## src/rtl/cla_pkg.sv

```systemverilog
// Shared definitions for the pipelined carry-lookahead adder.
//   OP_ADD / OP_SUB : encoding of the in_sub operation select.
//   nseg()          : number of carry stages (= pipeline latency) for a width/group size.
//   CLA_ELAB_CHECK  : elaboration-time legality check for WIDTH/BLOCK, expanded at module scope.

`define CLA_ELAB_CHECK(W, B) \
  if ((B) < 1 || (W) < 4 || (W) > 64 || ((W) % (B)) != 0) begin : g_cla_param_check \
    $error("cla_pipe_adder: WIDTH must be 4..64 and an exact multiple of BLOCK"); \
  end

package cla_pkg;

  localparam logic OP_ADD = 1'b0;
  localparam logic OP_SUB = 1'b1;

  function automatic int unsigned nseg(input int unsigned width, input int unsigned block);
    return width / block;
  endfunction

endpackage

```

## src/rtl/cla_block_slice.sv

```systemverilog
// One carry-lookahead group, purely combinational.
//   a, b   : BLOCK-bit operand slices (b already inverted for subtraction)
//   cin    : carry into the group LSB
//   sum    : BLOCK-bit sum slice
//   cout   : carry out of the group MSB
//   c_msb  : carry into the group MSB (pairs with cout for signed overflow)

module cla_block_slice #(
  parameter int unsigned BLOCK = 4
) (
  input  logic [BLOCK-1:0] a,
  input  logic [BLOCK-1:0] b,
  input  logic             cin,
  output logic [BLOCK-1:0] sum,
  output logic             cout,
  output logic             c_msb
);

  logic [BLOCK-1:0] p;
  logic [BLOCK-1:0] g;
  logic [BLOCK:0]   c;
  logic             grp_g;
  logic             grp_p;

  assign p = a ^ b;
  assign g = a & b;

  // Each carry is formed from the group-prefix generate/propagate of bits [i:0] and cin
  // directly, so no carry depends on a neighbouring carry.
  always_comb begin
    c     = '0;
    grp_g = 1'b0;
    grp_p = 1'b1;
    c[0]  = cin;
    for (int i = 0; i < BLOCK; i++) begin
      grp_g    = g[i] | (p[i] & grp_g);
      grp_p    = grp_p & p[i];
      c[i + 1] = grp_g | (grp_p & cin);
    end
  end

  assign sum   = p ^ c[BLOCK-1:0];
  assign cout  = c[BLOCK];
  assign c_msb = c[BLOCK-1];

endmodule

```

## src/rtl/cla_pipe_adder.sv

```systemverilog
// Carry-segmented pipelined adder/subtractor with valid/ready handshake.
//   clk, rst_n           : clock, synchronous active-low reset
//   in_valid / in_ready  : operand handshake
//   in_a, in_b           : operands (WIDTH bits)
//   in_cin               : carry-in, add mode only
//   in_sub               : 0 = A+B+cin, 1 = A-B
//   out_valid / out_ready: result handshake
//   out_sum              : sum/difference (mod 2^WIDTH)
//   out_cout             : carry out of MSB (subtract: 1 = no borrow)
//   out_ovf              : signed overflow
//   out_zero             : out_sum == 0
// One carry group is resolved per stage; latency is WIDTH/BLOCK cycles. The whole pipe
// advances together whenever the output register is empty or being drained.

module cla_pipe_adder
  import cla_pkg::*;
#(
  parameter int unsigned WIDTH = 16,
  parameter int unsigned BLOCK = 4
) (
  input  logic             clk,
  input  logic             rst_n,
  input  logic             in_valid,
  output logic             in_ready,
  input  logic [WIDTH-1:0] in_a,
  input  logic [WIDTH-1:0] in_b,
  input  logic             in_cin,
  input  logic             in_sub,
  output logic             out_valid,
  input  logic             out_ready,
  output logic [WIDTH-1:0] out_sum,
  output logic             out_cout,
  output logic             out_ovf,
  output logic             out_zero
);

  localparam int unsigned NSEG = nseg(WIDTH, BLOCK);

  `CLA_ELAB_CHECK(WIDTH, BLOCK)

  // Stage k holds the beat about to have group k resolved. Operands are carried at full
  // width; each stage only reads its own group, and s_q accumulates the resolved low bits.
  logic [WIDTH-1:0] a_q [NSEG];
  logic [WIDTH-1:0] b_q [NSEG];
  logic [WIDTH-1:0] s_q [NSEG];
  logic             c_q [NSEG];
  logic             v_q [NSEG];

  logic [BLOCK-1:0] sl_sum  [NSEG];
  logic             sl_cout [NSEG];
  logic             sl_cmsb [NSEG];
  logic [WIDTH-1:0] s_nxt   [NSEG];

  logic             out_valid_q;
  logic [WIDTH-1:0] out_sum_q;
  logic             out_cout_q;
  logic             out_ovf_q;
  logic             out_zero_q;

  logic             adv;
  logic [WIDTH-1:0] b_eff;
  logic             c0;

  assign adv      = !out_valid_q || out_ready;
  assign in_ready = adv && rst_n;

  // Subtraction is A + ~B + 1; the carry-in port is ignored in that mode.
  assign b_eff = (in_sub == OP_SUB) ? ~in_b : in_b;
  assign c0    = (in_sub == OP_SUB) ? 1'b1 : in_cin;

  for (genvar k = 0; k < NSEG; k++) begin : g_slice
    cla_block_slice #(
      .BLOCK(BLOCK)
    ) u_slice (
      .a    (a_q[k][k*BLOCK +: BLOCK]),
      .b    (b_q[k][k*BLOCK +: BLOCK]),
      .cin  (c_q[k]),
      .sum  (sl_sum[k]),
      .cout (sl_cout[k]),
      .c_msb(sl_cmsb[k])
    );
  end

  // Merge each stage's freshly resolved group into its partial sum.
  always_comb begin
    for (int k = 0; k < NSEG; k++) begin
      s_nxt[k]                  = s_q[k];
      s_nxt[k][k*BLOCK +: BLOCK] = sl_sum[k];
    end
  end

  always_ff @(posedge clk) begin
    if (!rst_n) begin
      for (int k = 0; k < NSEG; k++) begin
        v_q[k] <= 1'b0;
        a_q[k] <= '0;
        b_q[k] <= '0;
        s_q[k] <= '0;
        c_q[k] <= 1'b0;
      end
      out_valid_q <= 1'b0;
      out_sum_q   <= '0;
      out_cout_q  <= 1'b0;
      out_ovf_q   <= 1'b0;
      out_zero_q  <= 1'b0;
    end else if (adv) begin
      // in_ready == adv here, so in_valid alone marks an accepted beat (else a bubble).
      v_q[0] <= in_valid;
      a_q[0] <= in_a;
      b_q[0] <= b_eff;
      s_q[0] <= '0;
      c_q[0] <= c0;
      for (int k = 1; k < NSEG; k++) begin
        v_q[k] <= v_q[k-1];
        a_q[k] <= a_q[k-1];
        b_q[k] <= b_q[k-1];
        s_q[k] <= s_nxt[k-1];
        c_q[k] <= sl_cout[k-1];
      end
      out_valid_q <= v_q[NSEG-1];
      out_sum_q   <= s_nxt[NSEG-1];
      out_cout_q  <= sl_cout[NSEG-1];
      out_ovf_q   <= sl_cout[NSEG-1] ^ sl_cmsb[NSEG-1];
      out_zero_q  <= (s_nxt[NSEG-1] == '0);
    end
  end

  assign out_valid = out_valid_q;
  assign out_sum   = out_sum_q;
  assign out_cout  = out_cout_q;
  assign out_ovf   = out_ovf_q;
  assign out_zero  = out_zero_q;

endmodule

```

## config.mk

```make
export PLATFORM = sky130hd
export DESIGN_NAME = cla_pipe_adder
export DESIGN_NICKNAME = d
export VERILOG_FILES = /design/src/rtl/cla_pkg.sv /design/src/rtl/cla_block_slice.sv /design/src/rtl/cla_pipe_adder.sv
export SDC_FILE = /design/constraint.sdc
export NUM_CORES = 1
export LEC_CHECK = 0
export BUFFER_PORTS_ARGS = -buffer_cell sky130_fd_sc_hd__clkbuf_2
export CAP_MARGIN = 30
export CORE_UTILIZATION = 52
export CTS_CLUSTER_SIZE = 40
export DETAILED_ROUTE_END_ITERATION = 7
export GPL_TIMING_DRIVEN = 0
export PLACE_DENSITY = 0.75
export REMOVE_ABC_BUFFERS = 1
export SETUP_SLACK_MARGIN = 0.02
export SLEW_MARGIN = 10
export SYNTH_ARGS = -nofsm -noshare
export SYNTH_HDL_FRONTEND = slang
export SYNTH_SLANG_ARGS = --single-unit
export TNS_END_PERCENT = 1
```

## constraint.sdc

```tcl
create_clock -name clk -period 3.8 [get_ports clk]
set_input_delay 0.95 -clock clk [delete_from_list [all_inputs] [get_ports clk]]
set_output_delay 0.95 -clock clk [all_outputs]
set_load 0.03 [all_outputs]
```

# After elaboration in Yosys (flattened, before gate mapping)
# Memories as Yosys holds them, arrays and structs flattened. A register that Yosys moved wholly into a read port is not among the register bits.
# Cells that the tools add are included.
dict set report totals {
  regBits 19
  latch_bits 0
  ram_bits 200
  romBits 0
  in_bits 38
  out_inout_bits 21
  word_cells 142
  memories 5
}
# memory words word_bits rd rd_ports_with_merged_regs wr line_no
set mem_list {}
lappend mem_list {a_q 4 16 4 0 4 cla_pipe_adder.sv:43} ;# logic [WIDTH-1:0] a_q [NSEG];
lappend mem_list {b_q 4 16 4 0 4 cla_pipe_adder.sv:44} ;# logic [WIDTH-1:0] b_q [NSEG];
lappend mem_list {s_q 4 16 4 0 4 cla_pipe_adder.sv:45} ;# logic [WIDTH-1:0] s_q [NSEG];
lappend mem_list {c_q 4 1 4 0 4 cla_pipe_adder.sv:46} ;# logic c_q [NSEG];
lappend mem_list {v_q 4 1 4 1 4 cla_pipe_adder.sv:47} ;# logic v_q [NSEG];
dict set report classes {
  add_sub_neg 0
  n_mul 0
  div 0
  n_lt_le_gt_ge 0
  eq_ne 0
  shifts 0
  n_mux 26
  bitwise 102
  reduce_logical 5
}
# op n
set op_table {}
lappend op_table {{16-bit two-way mux} 13}
lappend op_table {{1-bit OR} 48}
lappend op_table {{1-bit bitwise AND} 40}
lappend op_table {{4-bit bitwise XOR} 8}
lappend op_table {{4-bit bitwise AND} 4}
lappend op_table {{16-bit zero test} 1}
lappend op_table {{16-bit NOT} 1}
lappend op_table {{1-bit two-way mux} 13}
lappend op_table {{1-bit zero test} 2}
lappend op_table {{1-bit logical AND} 1}
lappend op_table {{1-bit logical OR} 1}
lappend op_table {{1-bit bitwise XOR} 1}

# Longest topological paths before layout
# Gate-level depths: netlist of the first run.
dict set report logic_depth {
  depth_word 9
  mapped_depth 6
  mapped_depth_nobuf 6
}

# Hierarchy
# Synthesis of the first run repeated with hierarchy kept, for this count alone.
dict set report unflattened {
  hier_cells 397
  hier_area_um2 5576.6
}
# mod instances cells_per_inst area_each_um2 seq_area_each_um2
set by_module_without_submodules {}
lappend by_module_without_submodules {cla_pipe_adder 1 325 4956.0 3703.6}
lappend by_module_without_submodules {cla_block_slice 4 18 155.1 0.0}

# Worst setup path after synthesis of the first run
# Ideal clock, no wire load.
dict set report synth_path {
  kind {input port to flip-flop}
  start {in out_ready}
  end {mem a_q[0][0], enable pin}
  setup_time_ps 460
  arrival_time_ps 3347
  required_time_ps 3340
  setup_slack_ps -8
  path_stages 3
  path_buffers 0
  path_cell_list {nand2b_1 -> nor2_1 -> inv_1}
}
# element line_no
set synth_rtl {}
lappend synth_rtl {{from (decl)} cla_pipe_adder.sv:30} ;# input logic out_ready,
lappend synth_rtl {{to (decl)} cla_pipe_adder.sv:43}

# Final worst setup path of the first run
dict set report layout_path {
  start {in rst_n}
  end {out in_ready}
}
dict set report layout_via {
  elab_chain_len 1
}
# element line_no
set layout_rtl {}
lappend layout_rtl {{from (decl)} cla_pipe_adder.sv:22} ;# input logic rst_n,
lappend layout_rtl {{1-bit logical AND} cla_pipe_adder.sv:65} ;# assign in_ready = adv && rst_n;
lappend layout_rtl {{to (decl)} cla_pipe_adder.sv:24} ;# output logic in_ready,
# No other way between the ends.

==> metrics.cfg, run 1 <==
[clocking]
htreeDepth=4
cts_buffers=17
cts_tree=done
cts_buffer_depth=2
cts_resized=2
clkTransAtPathRegs_ns=0.06
postCtsSetupBuffers=0
clock-sinks=132
root_buffer=clkbuf_8
worstSkewPairLatency_ns=0.51
ctsHoldBuffers=0

[critical_path]
worst-path-max-fanout=58
path_buf_inv=4
required_ns=2.85
path_cells=clkbuf_2, buf_12, nand2_2, clkinvlp_4, clkbuf_2
path_class=in2out
worst_setup_path_end_kind=output port
r2r_slack_ns=1.75
critPathSlowestCell=clkinvlp_4
critPathMostFrequentCell=clkbuf_2
critical-path-max-stage-delay_ns=0.39
cp_data_arrival_time_ns=2.48
cp-start-kind=input pin
crit_family=buffers and inverters

[routing]
drcViolationCount=0
routedWlPerCell_um=13.7
dr.pass1.iters=5
drt_iter0_markers=149
vias=3013
routed_wl_mm=8.17
ant_nets=0
viasPerCell=5.06

[placed_design]
placed_cells=564
placedInstanceArea_um2=5890
numPortBuffers=58
dp_hpwl_mm=4.98
place_congestion=0.722

[power]
power.share.switching_pct=20.4
combPwrFrac_pct=5.9
ir_worst_vdd_uv=247
cell_internal_pwr_uw=2650
p_per_area_nw_per_um2=517
clock_power_share_pct=44.2
leakagePower_uw=0.00299
p_switching_uw=682
seq_power_share_pct=49.9
finalPower_uw=3330

[sta]
fmax_mhz=291
rsz0062_at_grt=false
clock_skew_ns=0.00841
fin_crit_sh_pct=90.4
setup_violations=0
hold_viol_final=0
slew_viol_final=0
slew_headroom_pct=58.2
setup_tns_ns=0
tightest_slew_ns=0.626
finalCriticalPeriod_ns=3.43

[final_layout]
final_common_cell=edfxtp_1
final_util_pct=64.7
diodes=0
design_area_um2=6440
final_layout_size_suffix_gt1_share_pct=21.6
fin_nets=509
final_cell_mix=edfxtp_1, and3_1, clkbuf_2
instances_no_fill=596
area_growth_syn_to_layout_pct=18.4
fillCellCount=713

[synth]
ys_types=30
synth_area_um2=5440
yosys_warnings=0
synth_area_per_cell_um2=13.8
synth_cells=394
synth-seq-cells=132
seq_area_frac_synth_pct=68.1

[floorplanning]
die-height_um=104
ios=59
fp.dieW_um=104
rows=36
core_um2=9950
die_area_um2=10900
initial_core_util_pct=54.7

[global_route]
grt_max_degree=63
first_global_vias=2905
antenna_found_initial=0
grt_pass1_wl_mm=13.7
grt_overflow=0
grt_util_all_layers_pct=16.6

[status]
outcome=completed

[run]
maxCapViolCount=0

[min_path]
hold_class=reg2reg

==> path summary, 6_finish.rpt <==
path,to,cells past startpoint,startpoint
worst max-delay path,in_ready,5,rst_n
worst min-delay path,out_cout,2,out_cout
worst max register to register,v_q[1],4,out_valid
worst min register to register,out_cout,2,out_cout
==> metrics by stage <==
step	setup slack, ns	hold slack (ns)
2_1_floorplan	-1.39	0.415
6_report	0.366	0.454
3_5_place_dp	-0.245	0.447
4_1_cts	0.305	0.461
5_1_grt	0.213	0.490
3_3_place_gp	-3.30	0.424
==> layer usage <==
layer  vias to the layer above  track usage, %  wire length [um]
met5                         -               0                 0
met4                         0            6.22               127
met3                        10            6.45               371
met2                        92            27.1              4140
met1                      1358            19.7              3520
li1                       1553               -                 -
==> cell usage after synthesis, drive strengths merged <==
cell type	number	share of area, %
edfxtp	106	59
a22oi	2	0.28
buf	7	0.69
ha	16	3.7
nor2	29	2.0
o21ba	3	0.55
nor4	1	0.23
or4	1	0.14
o31ai	1	0.14
or4b	1	0.25
a21o	3	0.41
and3	77	8.9
a22o	17	2.8
fa	4	1.5
dfxtp	26	9.6
inv	18	1.2
xnor2	19	3.1
a21oi	4	0.37
clkbuf	19	1.3
mux2i	4	0.74
nor3	1	0.18
nand4	1	0.12
o21bai	1	0.14
a211oi	1	0.14
nand2	12	0.83
xor2	6	0.97
o21ai	10	0.92
nand2b	4	0.46
==> cells by family (layout without fill, tap and decap cells) <==
group           Yosys count  in the layout  share of synthesized area, %
fa+ha+maj                20             20                          5.15
buf+inv                  44            113                          3.24
xor+xnor                 25             25                          4.02
simple gates            127            127                          13.1
mux                       4              4                         0.736
flops                   132            132                          68.1
compound gates           42             42                          5.70
==> flip-flops by register name (all words and copies together) (netlist names) <==
register,cells
out_ovf,1
s_q,24
out_cout,1
c_q,4
v_q,4
out_zero,1
a_q,40
b_q,40
out_valid,1
out_sum,16
==> power groups by stage <==
stage | Clock [uW] | Combinational, uW | Sequential, uW
floorplan | 0 | 111 | 1700
global placement | 0 | 182 | 1690
CTS | 1500 | 199 | 1660
global route | 1570 | 219 | 1670
finish | 1470 | 195 | 1660
detailed placement | 0 | 195 | 1690
==> worst reg2reg max path, cell delays in order (launching register included) <==
cell and delay (ns):
dfxtp_1 0.34, nand2b_2 0.22, nand2_2 0.41, clkinvlp_2 0.58, a22o_1 0.40
==> final cells by class <==
cell class | instances | area [um^2] | share of cell area [%]
Multi-Input combinational cell | 218 | 1570 | 24.3
Sequential cell | 132 | 3700 | 57.5
Clock buffer | 21 | 429 | 6.66
Tap cell | 133 | 166 | 2.58
Timing Repair Buffer | 63 | 388 | 6.02
Clock inverter | 10 | 109 | 1.69
Timing Repair inverter | 1 | 5.00 | 0.0777
Inverter | 18 | 73.8 | 1.15
Note: power is estimated with default switching activity, not from simulation.
==> run 2: changes to the inputs <==
--- a/config.mk
+++ b/config.mk
@@ -5,13 +5,14 @@
 export SDC_FILE = /design/constraint.sdc
 export NUM_CORES = 1
 export LEC_CHECK = 0
+export ABC_AREA = 1
 export BUFFER_PORTS_ARGS = -buffer_cell sky130_fd_sc_hd__clkbuf_2
 export CAP_MARGIN = 30
-export CORE_UTILIZATION = 52
+export CORE_UTILIZATION = 53
 export CTS_CLUSTER_SIZE = 40
 export DETAILED_ROUTE_END_ITERATION = 7
 export GPL_TIMING_DRIVEN = 0
-export PLACE_DENSITY = 0.75
+export PLACE_DENSITY = 0.76
 export REMOVE_ABC_BUFFERS = 1
 export SETUP_SLACK_MARGIN = 0.02
 export SLEW_MARGIN = 10
==> metrics.cfg, run 2 <==
[status]
outcome=completed

[synth]
synthMuxAreaShare_pct=0
synth_xor_area_share_pct=2.91
seq_area_frac_synth_pct=64.9
ys_top_cells_by_area=edfxtp_1, dfxtp_1, nor2_1, inv_1, nand2_1
synthAdderAreaFrac_pct=4.91
synth_top_family_by_area=simple AND/OR/NAND/NOR gates
synth_ff_type=edfxtp_1
yosys_warnings=0
synth-simple-area-share_pct=14.9
synth_common_cells=nor2_1, inv_1, edfxtp_1
yosysTopAreaCell=edfxtp_1
synth-seq-cells=132
ys_types=24
ys_async_sr_fraction_pct=0
synth_cells=536
synth_area_um2=5710
synth-compound-area-share_pct=2.91
synth_top_area_share_pct=55.7
yosysMostFrequentCell=nor2_1
synth_area_per_cell_um2=10.7
synth_edf_count=106

[floorplanning]
core_um2=10400
die-height_um=106
die_area_um2=11200
ios=59
fp.dieW_um=106
rows=37
initial_core_util_pct=55.1

[critical_path]
cp-start-kind=input pin
r2r_start=out_valid
worst-path-max-fanout=58
worst_setup_path_end_kind=output port
cp_data_arrival_time_ns=2.12
r2r_slack_ns=1.90
reg2regPathDepth=4
path_class=in2out
required_ns=2.85
rr_endpoint=b_q[0][25]

[clocking]
postCtsSetupBuffers=0
root_buffer=clkbuf_8
cts_buffer_depth=2
cts_tree=done
worstSkewPairLatency_ns=0.53
cts_resized=0
clkTransAtPathRegs_ns=0.06
clock-sinks=132
htreeDepth=4
ctsHoldBuffers=0
cts_buffers=17

[power]
ir_worst_vdd_uv=215
p_per_area_nw_per_um2=512
leakagePower_uw=0.00306

[sta]
setup_tns_ns=0
slew_headroom_pct=58.4
clock_skew_ns=0.0125
hold_viol_final=0
fin_crit_sh_pct=80.8
setup_violations=0
finalCriticalPeriod_ns=3.07
tightest_slew_ns=0.624
fmax_mhz=326
rsz0062_at_grt=false
slew_viol_final=0

[routing]
ant_nets=0
viasPerCell=4.68
wl_met2_mm=4.13
dr.pass1.iters=5
drcViolationCount=0
routedWlPerCell_um=10.9
wl_met1_mm=3.52
vias=3496
dr_wl_met3_um=369
routed_wl_mm=8.16
drt_iter0_markers=201
top_layer=met4

[run]
maxCapViolCount=0

[min_path]
hp-start=out_ovf
hold_class=reg2reg
hold_depth=2
whs_endpoint=out_ovf

[placed_design]
place_congestion=0.786
placed_cells=715
numPortBuffers=58
dp_hpwl_mm=4.98

[final_layout]
final_cell_mix=nor2_1, inv_1, edfxtp_1
area_growth_syn_to_layout_pct=16.7
final_layout_size_suffix_gt1_share_pct=16.0
final_common_cell=nor2_1
fin_nets=656
instances_no_fill=747
diodes=0
reg_top3=a_q x40, b_q x40, s_q x24

[global_route]
antenna_found_initial=0
grt_pass1_wl_mm=14.6
grt_max_degree=68
grt_util_all_layers_pct=16.9
grt_overflow=0
first_global_vias=3465

-- run 2: per-layer routing --
metal,vias up,global-route usage (%)
li1,1807,-
met3,13,6.06
met1,1605,17.9
met5,-,0
met4,0,8.63
met2,71,29.6
-- run 2: per-stage QoR --
step | hold slack [ns] | setup slack [ns] | cell area (um^2) | util [%] | total power, uW
after detailed placement | 0.439 | 0.707 | 6100 | 58.8 | 1920
final | 0.449 | 0.730 | 6670 | 64.3 | 3410
after global routing | 0.476 | 0.609 | 6670 | 64.3 | 3550
after CTS | 0.453 | 0.705 | 6670 | 64.3 | 3450
after floorplan | 0.415 | 0.0580 | 5590 | - | 1850
after global placement | 0.423 | -0.772 | 6050 | 58.4 | 1910
-- run 2: cells by family after synthesis --
| kind of cell | count (synthesis) |
|---|---|
| AND/OR/NAND/NOR | 209 |
| flip-flops | 132 |
| buffers and inverters | 130 |
| AO/OA/AOI/OAI | 26 |
| adder cells (fa/ha/maj) | 20 |
| XOR/XNOR | 19 |
-- run 2: cell type report --
class / instances / area, um^2
clock buffer: 19 / 453
clock inverter: 13 / 111
fill: 814 / 3700
inverter: 113 / 429
multi-input combinational: 274 / 1460
sequential: 132 / 3700
tap: 136 / 170
timing repair buffer: 60 / 338
-- run 2: worst max path at each step --
stage | slack, ns | start | endpoint | cells after the start
5_1_grt | 0.61 | out_ready | in_ready | 6
3_3_place_gp | -0.77 | rst_n | a_q[0][13] | 4
3_5_place_dp | 0.71 | out_ready | in_ready | 6
4_1_cts | 0.71 | out_ready | in_ready | 6
6_report | 0.73 | out_ready | in_ready | 6
2_1_floorplan | 0.06 | out_ready | a_q[0][0] | 4
-- run 2: worst max-delay path: stages --
cell and delay, ns:
clkbuf_2 0.08, inv_2 0.04, nand2_4 0.07, nand2_4 0.33, inv_4 0.38, clkbuf_2 0.26
-- run 2: report_power, final --
group	total (uW)	switching, uW	internal [uW]
logic	222	135	87.3
clock network	1520	645	877
registers	1670	26.8	1640
total	3410	807	2610
==> run 3: changes to the inputs <==
--- a/config.mk
+++ b/config.mk
@@ -5,14 +5,14 @@
 export SDC_FILE = /design/constraint.sdc
 export NUM_CORES = 1
 export LEC_CHECK = 0
-export ABC_AREA = 1
+export ABC_AREA = 0
 export BUFFER_PORTS_ARGS = -buffer_cell sky130_fd_sc_hd__clkbuf_2
 export CAP_MARGIN = 30
-export CORE_UTILIZATION = 53
+export CORE_UTILIZATION = 58
 export CTS_CLUSTER_SIZE = 40
 export DETAILED_ROUTE_END_ITERATION = 7
 export GPL_TIMING_DRIVEN = 0
-export PLACE_DENSITY = 0.76
+export PLACE_DENSITY = 0.79
 export REMOVE_ABC_BUFFERS = 1
 export SETUP_SLACK_MARGIN = 0.02
 export SLEW_MARGIN = 10
==> constraint.sdc (replaced) <==
create_clock -name clk -period 3 [get_ports clk]
set_input_delay 0.75 -clock clk [delete_from_list [all_inputs] [get_ports clk]]
set_output_delay 0.75 -clock clk [all_outputs]
set_load 0.03 [all_outputs]
==> metrics.cfg, run 3 (synthesis gave the netlist of run 1 again) <==
[status]
outcome=completed

[critical_path]
required_ns=2.25
r2r_start=out_valid
r2r_slack_ns=0.93
worst_setup_path_end_kind=output port
cp_data_arrival_time_ns=1.92
cp-start-kind=input pin
reg2regPathDepth=4
worst-path-max-fanout=51
rr_endpoint=out_sum[9]
path_class=in2out

[global_route]
antenna_found_initial=0
grt_overflow=0
grt_pass1_wl_mm=14.2
first_global_vias=2941
grt_util_all_layers_pct=19.4
grt_max_degree=71

[routing]
wl_met2_mm=4.44
dr.pass1.iters=5
wl_met1_mm=3.64
viasPerCell=5.42
routed_wl_mm=8.62
routedWlPerCell_um=15.0
ant_nets=0
vias=3104
drt_iter0_markers=93
top_layer=met4
dr_wl_met3_um=456
drcViolationCount=0

[power]
cell_internal_pwr_uw=3450
leakagePower_uw=0.00304
clock_power_share_pct=45.5
p_switching_uw=875
ir_worst_vdd_uv=450
finalPower_uw=4330
p_per_area_nw_per_um2=668
combPwrFrac_pct=5.8
seq_power_share_pct=48.7
power.share.switching_pct=20.2

[placed_design]
place_congestion=0.750
numPortBuffers=58
placed_cells=538
dp_hpwl_mm=4.94

[final_layout]
fin_nets=510
final_layout_size_suffix_gt1_share_pct=22.8
reg_top3=a_q x40, b_q x40, s_q x24
instances_no_fill=573
final_common_cell=edfxtp_1
area_growth_syn_to_layout_pct=19.2
final_cell_mix=edfxtp_1, and3_1, clkbuf_2
diodes=0

[min_path]
hp-start=out_cout
hold_depth=2
whs_endpoint=out_cout
hold_class=reg2reg

[sta]
slew_viol_final=0
finalCriticalPeriod_ns=2.67
setup_tns_ns=0
setup_violations=0
clock_skew_ns=0.0121
fmax_mhz=374
hold_viol_final=0
fin_hold_ws_ns=0.450
rsz0062_at_grt=false
slew_headroom_pct=63.2
fin_crit_sh_pct=89.1
tightest_slew_ns=0.550

[clocking]
ctsHoldBuffers=0
cts_tree=done
cts_buffer_depth=2
cts_buffers=17
clkTransAtPathRegs_ns=0.06
clock-sinks=132
root_buffer=clkbuf_8
worstSkewPairLatency_ns=0.51
htreeDepth=4

[floorplanning]
core_um2=8890
ios=59
fp.dieW_um=98.9
die_area_um2=9770
rows=34
initial_core_util_pct=61.2
die-height_um=98.9

[run]
maxCapViolCount=0

[run 3: changes by cell type in the layout (fill, tap and decap cells not counted), moves of 4 or more]
| cell | previous run | this run |
|---|---|---|
| nand3_1 | 16 | 0 |
| a22o_1 | 9 | 16 |
| inv_6 | 6 | 0 |
| inv_1 | 110 | 16 |
| nand3b_1 | 5 | 0 |
| and3_1 | 0 | 77 |
| o21ai_1 | 5 | 0 |
| nand2_1 | 70 | 11 |
| mux2i_1 | 0 | 4 |
| nor2_1 | 114 | 28 |
[run 3: area by class of cell]
cell class                 count  area, um^2
multi-input combinational    218        1580
sequential                   132        3700
inverter                      18        73.8
tap                          108         135
clock buffer                  25         517
clock inverter                 7        67.6
fill                         573        2410
timing repair inverter         1        5.00
timing repair buffer          64         403
[run 3: per-layer routing]
| metal | track usage (%) | up-vias |
|---|---|---|
| met5 | 0 | - |
| li1 | - | 1556 |
| met4 | 8.27 | 0 |
| met1 | 23.4 | 1448 |
| met2 | 33.2 | 93 |
| met3 | 5.11 | 7 |
[run 3: through the flow]
stage / utilization, % / cell area, um^2 / worst slack (ns)
floorplan: - / 5330 / -1.99
global placement: 64.7 / 5760 / -3.89
detailed placement: 65.8 / 5850 / -0.951
CTS: 72.7 / 6460 / 0.0225
global route: 72.9 / 6480 / 0.193
finish: 72.9 / 6480 / 0.327
[run 3: worst max-delay path by stage]
stage / start / endpoint
final: rst_n / in_ready
after floorplan: out_ready / a_q[0][0]
after global routing: rst_n / in_ready
after detailed placement: out_ready / in_ready
after CTS: rst_n / in_ready
after global placement: out_ready / a_q[0][29]
[run 3: critical path: stages]
cell	delay, ns
clkbuf_2	0.37
buf_12	0.26
nand2_4	0.18
clkinvlp_4	0.13
clkbuf_2	0.20
[run 3: what timing repair did]
| item | CTS | global route |
|---|---|---|
| setup endpoints to repair | 2 | 1 |
| setup buffers | 0 | 1 |
| gates cloned | 1 | 0 |
| resized for setup | 4 | 0 |
[run 3: power groups by stage]
stage / logic [uW] / clock network [uW] / registers (uW)
after floorplan: 140 / 0 / 2150
after global placement: 229 / 0 / 2140
after detailed placement: 245 / 0 / 2140
after CTS: 253 / 2000 / 2110
after global routing: 281 / 2080 / 2120
final: 251 / 1970 / 2110
